**src/rtl/bus_tmo.sv**
```systemverilog
// rtl/bus_tmo.sv - CPU bus timeout monitor with forced ack, fault capture and status register
module bus_tmo #(
   parameter int timeout_cycles = 1024,
   parameter int cnt_w          = $clog2(timeout_cycles)
) (
   input  logic        clk,
   input  logic        rst_n,
   input  logic        bus_stb,
   input  logic        bus_we,
   input  logic [21:0] bus_addr,
   input  logic        slv_ack,
   output logic        bus_ack,
   output logic        tmo_trig,
   input  logic        stb,
   input  logic        we,
   input  logic [1:0]  data_in,
   output logic [31:0] data_out,
   output logic        ack
);

   localparam logic [0:0] IDLE = 1'b0;
   localparam logic [0:0] WAIT = 1'b1;
   localparam logic [cnt_w-1:0] cnt_last = cnt_w'(timeout_cycles - 1);

   logic [0:0]       state;
   logic [cnt_w-1:0] cnt;
   logic             en;
   logic             cap_valid;
   logic             cap_we;
   logic [21:0]      cap_addr;
   logic [7:0]       err_cnt;
   logic             tout;
   logic             wr;
   logic             clr;

   // A slave ack in the final cycle suppresses the timeout entirely.
   assign tout     = bus_stb & en & ~slv_ack & (cnt == cnt_last);
   assign bus_ack  = slv_ack | tout;
   assign tmo_trig = tout;

   assign wr  = stb & we;
   assign clr = wr & data_in[0];

   assign ack      = stb;
   assign data_out = stb ? {cap_valid, cap_we, err_cnt, cap_addr} : 32'd0;

   always_ff @(posedge clk or negedge rst_n) begin
      if (!rst_n) begin
         state     <= IDLE;
         cnt       <= '0;
         en        <= 1'b1;
         cap_valid <= 1'b0;
         cap_we    <= 1'b0;
         cap_addr  <= '0;
         err_cnt   <= '0;
      end else begin
         cnt <= (bus_stb & en & ~bus_ack) ? cnt + cnt_w'(1) : '0;

         case (state)
            IDLE: if (bus_stb & en & ~slv_ack) state <= WAIT;
            WAIT: if (bus_ack | ~bus_stb | ~en) state <= IDLE;
            default: state <= IDLE;
         endcase

         if (wr) en <= data_in[1];

         // A clear landing on a timeout edge is overridden: the new fault is recorded fresh.
         if (tout) begin
            if (!cap_valid || clr) begin
               cap_valid <= 1'b1;
               cap_we    <= bus_we;
               cap_addr  <= bus_addr;
            end
            if (clr)                  err_cnt <= 8'd1;
            else if (err_cnt != 8'hFF) err_cnt <= err_cnt + 8'd1;
         end else if (clr) begin
            cap_valid <= 1'b0;
            cap_we    <= 1'b0;
            cap_addr  <= '0;
            err_cnt   <= '0;
         end
      end
   end

endmodule

```
**config.mk**
```make
export PLATFORM = sky130hd
export DESIGN_NAME = bus_tmo
export DESIGN_NICKNAME = d
export VERILOG_FILES = /design/src/rtl/bus_tmo.sv
export SDC_FILE = /design/constraint.sdc
export NUM_CORES = 1
export LEC_CHECK = 0
export ABC_AREA = 1
export CAP_MARGIN = 20
export CELL_PAD_IN_SITES_DETAIL_PLACEMENT = 1
export CELL_PAD_IN_SITES_GLOBAL_PLACEMENT = 1
export CORE_ASPECT_RATIO = 2
export CORE_MARGIN = 3
export CORE_UTILIZATION = 32
export CTS_CLUSTER_DIAMETER = 50
export DETAILED_ROUTE_END_ITERATION = 10
export PLACE_DENSITY_LB_ADDON = 0.1
export SYNTH_ARGS = -nofsm -noshare
export SYNTH_HDL_FRONTEND = slang
export SYNTH_SLANG_ARGS = --single-unit
```
**constraint.sdc**
```tcl
create_clock -name clk -period 3.4 [get_ports clk]
set_input_delay 0.51 -clock clk [delete_from_list [all_inputs] [get_ports clk]]
set_output_delay 0.51 -clock clk [all_outputs]
set_load 0.01 [all_outputs]
```
* Yosys cells after proc, flatten, opt, wreduce, memory -nomap -nowiden *
Cells that the tools add are included.

word-level totals
  flip-flop bits (word level) = 43
  bits of input ports = 31
  word-level logic and storage cells = 40

cells by class
  add/sub/neg operators = 2
  eq/ne operators = 3
  muxes and demuxes = 14
  bitwise operators = 9
  reductions and logical operators = 6

operators with widths
  operator                                                                 number
  22-bit two-way mux                                                       3
  32-bit two-way mux                                                       1
  8-bit two-way mux                                                        4
  10-bit by 1-bit adder with 10-bit output, second input constant          1
  10-bit == test, second input constant                                    1
  10-bit two-way mux                                                       1
  8-bit by 1-bit adder with 8-bit output, second input constant            1
  8-bit inequality test, second input constant                             1
  1-bit AND                                                                6
  1-bit two-way mux                                                        5
  2-bit AND reduction                                                      2
  2-bit nonzero test                                                       2
  2-bit by 1-bit inequality test with 1-bit output, second input constant  1
  1-bit inverter                                                           2
  1-bit zero test                                                          1
  1-bit logical OR                                                         1
  1-bit OR                                                                 1

* Depth between registers and ports, before layout *
  depth in word-level cells = 7
  depth in mapped cells = 10
  mapped depth without buffers = 9

* Worst setup path after synthesis *
No wires, ideal clock.

  path type = register to output
  start = register cnt[0]
  end = output port tmo_trig
  arrival time = 1.159 ns
  slack = 1.731 ns
  stages on the path, launching flop included = 8
  path through = dfrtp_1 -> ha_1 -> nand2_2 -> nor2_4 -> nand2_4 -> nor2_8 -> buf_12 -> buf_8

on the way
  word-level cells in the longest chain between the ends = 2

ends and longest elaborated chain
  what                      line  RTL
  start: declaration        26    logic [cnt_w-1:0] cnt;
  start signal: assignment  57    cnt <= (bus_stb & en & ~bus_ack) ? cnt + cnt_w'(1) : '0;
  10-bit == test            37    assign tout = bus_stb & en & ~slv_ack & (cnt == cnt_last);
  1-bit AND                 37
  end: declaration          13    output logic tmo_trig,

Every way passes these cells.

* Final worst setup path *
  start = input port stb
  end = output port data_out[15]

on the way
  word-level cells in the longest chain between the ends = 1

ends and longest elaborated chain
  what                line  RTL
  start: declaration  14    input logic stb,
  32-bit two-way mux  45    assign data_out = stb ? {cap_valid, cap_we, err_cnt, cap_addr} : 32'd0;
  end: declaration    17    output logic [31:0] data_out,

Every way passes these cells.

==> metrics.md <==
| Metric | Value |
|---|---|
| Clk pwr share | `45.8%` |
| Worst skew pair latency | `0.28 ns` |
| Maximum clock path buffer count | `2` |
| Row cnt | `44` |
| Number of CTS-inserted buffers | `5` |
| CP endpoint kind | `output port` |
| Int Power | `0.8689 mW` |
| Number of synthesized flops with an enable pin | `0` |
| Sw frac | `21.11%` |
| Post-synthesis sequential area ratio | `44.24%` |
| Die X | `67.68 microns` |
| H-tree depth | `2` |
| Crit Path Category | `input port to output port` |
| Fmax | `0.3731 GHz` |
| I/O Buffers | `65` |
| Actual slew at the worst max-slew pin | `0.4501 ns` |
| Max-slew violations | `0` |
| Most used DFF post-synth | `dfrtp_1` |
| CTS resizes | `0` |
| Post-synth top area share | `43.17%` |
| Die H | `129.4 microns` |
| Initial Utilization | `33.25%` |
| Status | `finished clean` |
| Dpl cells | `469` |
| Global-route usage over all layers | `17.21%` |
| First drt pass iteration count | `4` |
| Final Non-Filler Cells | `around 480` |
| Share of layout cells above drive strength 1 | `approximately 7.0%` |
| Yosys synthesis warning count | `0` |
| Async SR Flop Fraction | `100.0%` |
| CTS tree | `done` |
| Crit path launch type | `input port` |
| Setup TNS | `0 ns` |
| Largest cells by area after synthesis | `dfrtp_1 43%, nand2_1 16%, nand3_1 7.6%, inv_1 7.4%, o211ai_1 4.6%` |
| Final Hold Vio Count | `0` |
| WL per Instance | `14.19 microns` |
| GR Overflow Total | `0` |
| Clock sink count | `43` |
| Crit path time final | `2.680 ns` |
| Initial DRC Count | `104` |
| Share of power burned in registers | `between 40% and 50%` |
| Mapped Cells | `323` |
| Placed cell area | `around 3100 sq um` |
| Routed Antenna Nets | `0` |
| Unrepaired setup endpoints after global routing | `no` |
| Area grow syn2layout | `35.15%` |
| Count leader, synth | `nand2_1` |
| Period utilization | `78.84%` |
| Post-Route Skew | `0.004825 ns` |
| First-pass GRT wire length | `11.27 mm` |
| Peak supply drop | `0.2686 mV` |
| Logic pwr share | `between 7 and 8%` |
| Critical Path RT | `roughly 2.9 ns` |
| DRC viols | `0` |
| Core ar. | `7322 sq um` |
| Cts hold-fix bufs | `0` |
| Worst path arrival time | `approximately 2.2 ns` |
| Post-DP HPWL | `5.164 mm` |
| Number of global-route vias before repair | `2,366` |
| Final Instance Area | `3291 sq um` |
| # IOs | `66` |
| Syn nets | `between 300 and 400` |
| Synth area leader | `dfrtp_1` |
| Pwr dens | `between 300 and 400 nW/um^2` |
| Max-Cap Viols | `0` |
| Initial antenna violation count | `0` |
| P_leak | `about 1.8 nW` |
| HP Class | `input port to asynchronous set/reset pin` |
| Worst-path clk slew | `around 0.06 ns` |
| Vias | `approximately 2,300` |
| Syn Area/Cell | `7.538 sq um` |
| Routability cong. | `0.7774` |
| Post-synth top cells | `104 x nand2_1, 48 x inv_1, 42 x dfrtp_1` |
| Largest net degree at the start of global routing | `44` |
| Cell variety after synth | `30` |
| Setup Viol. Count Final | `0` |
| FF-to-FF setup slack | `between 1 and 1.5 ns` |
| Slew Limit Headroom | `69.96%` |
| Psw | `0.2326 mW` |
| Root buffer cell | `clkbuf_16` |
| Setup Buffers After CTS | `0` |
| Routed WL | `6.784 mm` |
| Post-synthesis cell area | `2435 sq um` |
| Final #Nets | `418` |
| Antenna cell count | `0` |
| CP max FO | `15` |
| Vias/cell | `4.707` |
| Synthesized flop and latch total | `43` |
| Die Footprint | `between 8000 and 9000 sq um` |
## final timing paths
check | start | endpoint | depth (start not counted)
setup / recovery | stb | data_out[15] | 5
max in group asynchronous | rst_n | en | 2
min in group clk | cnt[0] | cnt[0] | 1
hold reg to reg | cnt[0] | cnt[0] | 1
hold / removal | rst_n | cap_addr[10] | 1
setup reg to reg | cnt[0] | cap_addr[2] | 9
## cell type report
cell class                 count  area [sq um]
fill                         904          4031
sequential                    43          1077
multi-input combinational    214          1050
timing repair buffer          71         703.2
inverter                      50         188.9
clock buffer                   8         156.4
tap                           92         115.1
## layer usage
metal | track usage (%) | vias to the layer above | wire length (microns)
met4 | 7.177 | 0 | 150
met5 | 0 | - | 0
li1 | - | 1122 | -
met1 | 18.78 | 1072 | 2561
met2 | 31.30 | 48 | 3814
met3 | 3.122 | 8 | 257
## worst max-delay path, cell delays in order
cell and delay [ns]:
clkdlybuf4s50_1 0.72, buf_4 0.28, nand2_1 0.08, inv_1 0.06
clkdlybuf4s50_1 0.53
## stage by stage
| step | util, % | hold slack [ns] | setup WS [ns] | total power, mW |
|---|---|---|---|---|
| 2_1_floorplan | - | 0.2144 | 1.731 | 0.5474 |
| 3_3_place_gp | 42.53 | 0.4634 | 0.7103 | 0.6060 |
| 3_5_place_dp | 42.53 | 0.4682 | 0.6506 | 0.6058 |
| 4_1_cts | 44.67 | 0.4321 | 0.6977 | 1.121 |
| 5_1_grt | 44.94 | 0.03315 | 0.6130 | 1.150 |
| 6_report | 44.94 | 0.03192 | 0.7196 | 1.101 |
## power by group through the flow
stage                     clock network [mW]  logic [mW]  registers (mW)
after global routing                   0.545      0.0878           0.517
after floorplan                            0      0.0213           0.526
after CTS                              0.525      0.0794           0.517
final                                  0.505      0.0795           0.517
after detailed placement                   0      0.0793           0.527
after global placement                     0      0.0796           0.526
## sequential cells by signal, summed over array words and instances, names as in the netlist
signal,flops
cap_addr,22
cap_valid,1
cap_we,1
cnt,10
en,1
err_cnt,8
## layout by cell type, fill, tap and decap left out, types with 3 or more instances in the layout
master             n
buf_4              5
clkbuf_16          5
clkdlybuf4s50_1   64
dfrtp_1           42
inv_1             48
nand2_1          104
nand2_2            4
nand3_1           37
nand4_1            3
nor2_1            28
o211ai_1          15
xor2_1             5
## kinds of logic after synthesis
logic type      synth area share [%]
compound gates                 6.115
xor+xnor                       2.518
fa+ha+maj                      1.028
buf+inv                        12.64
flops                          44.24
simple gates                   33.45
No activity file was read; power rests on OpenSTA's default activity.
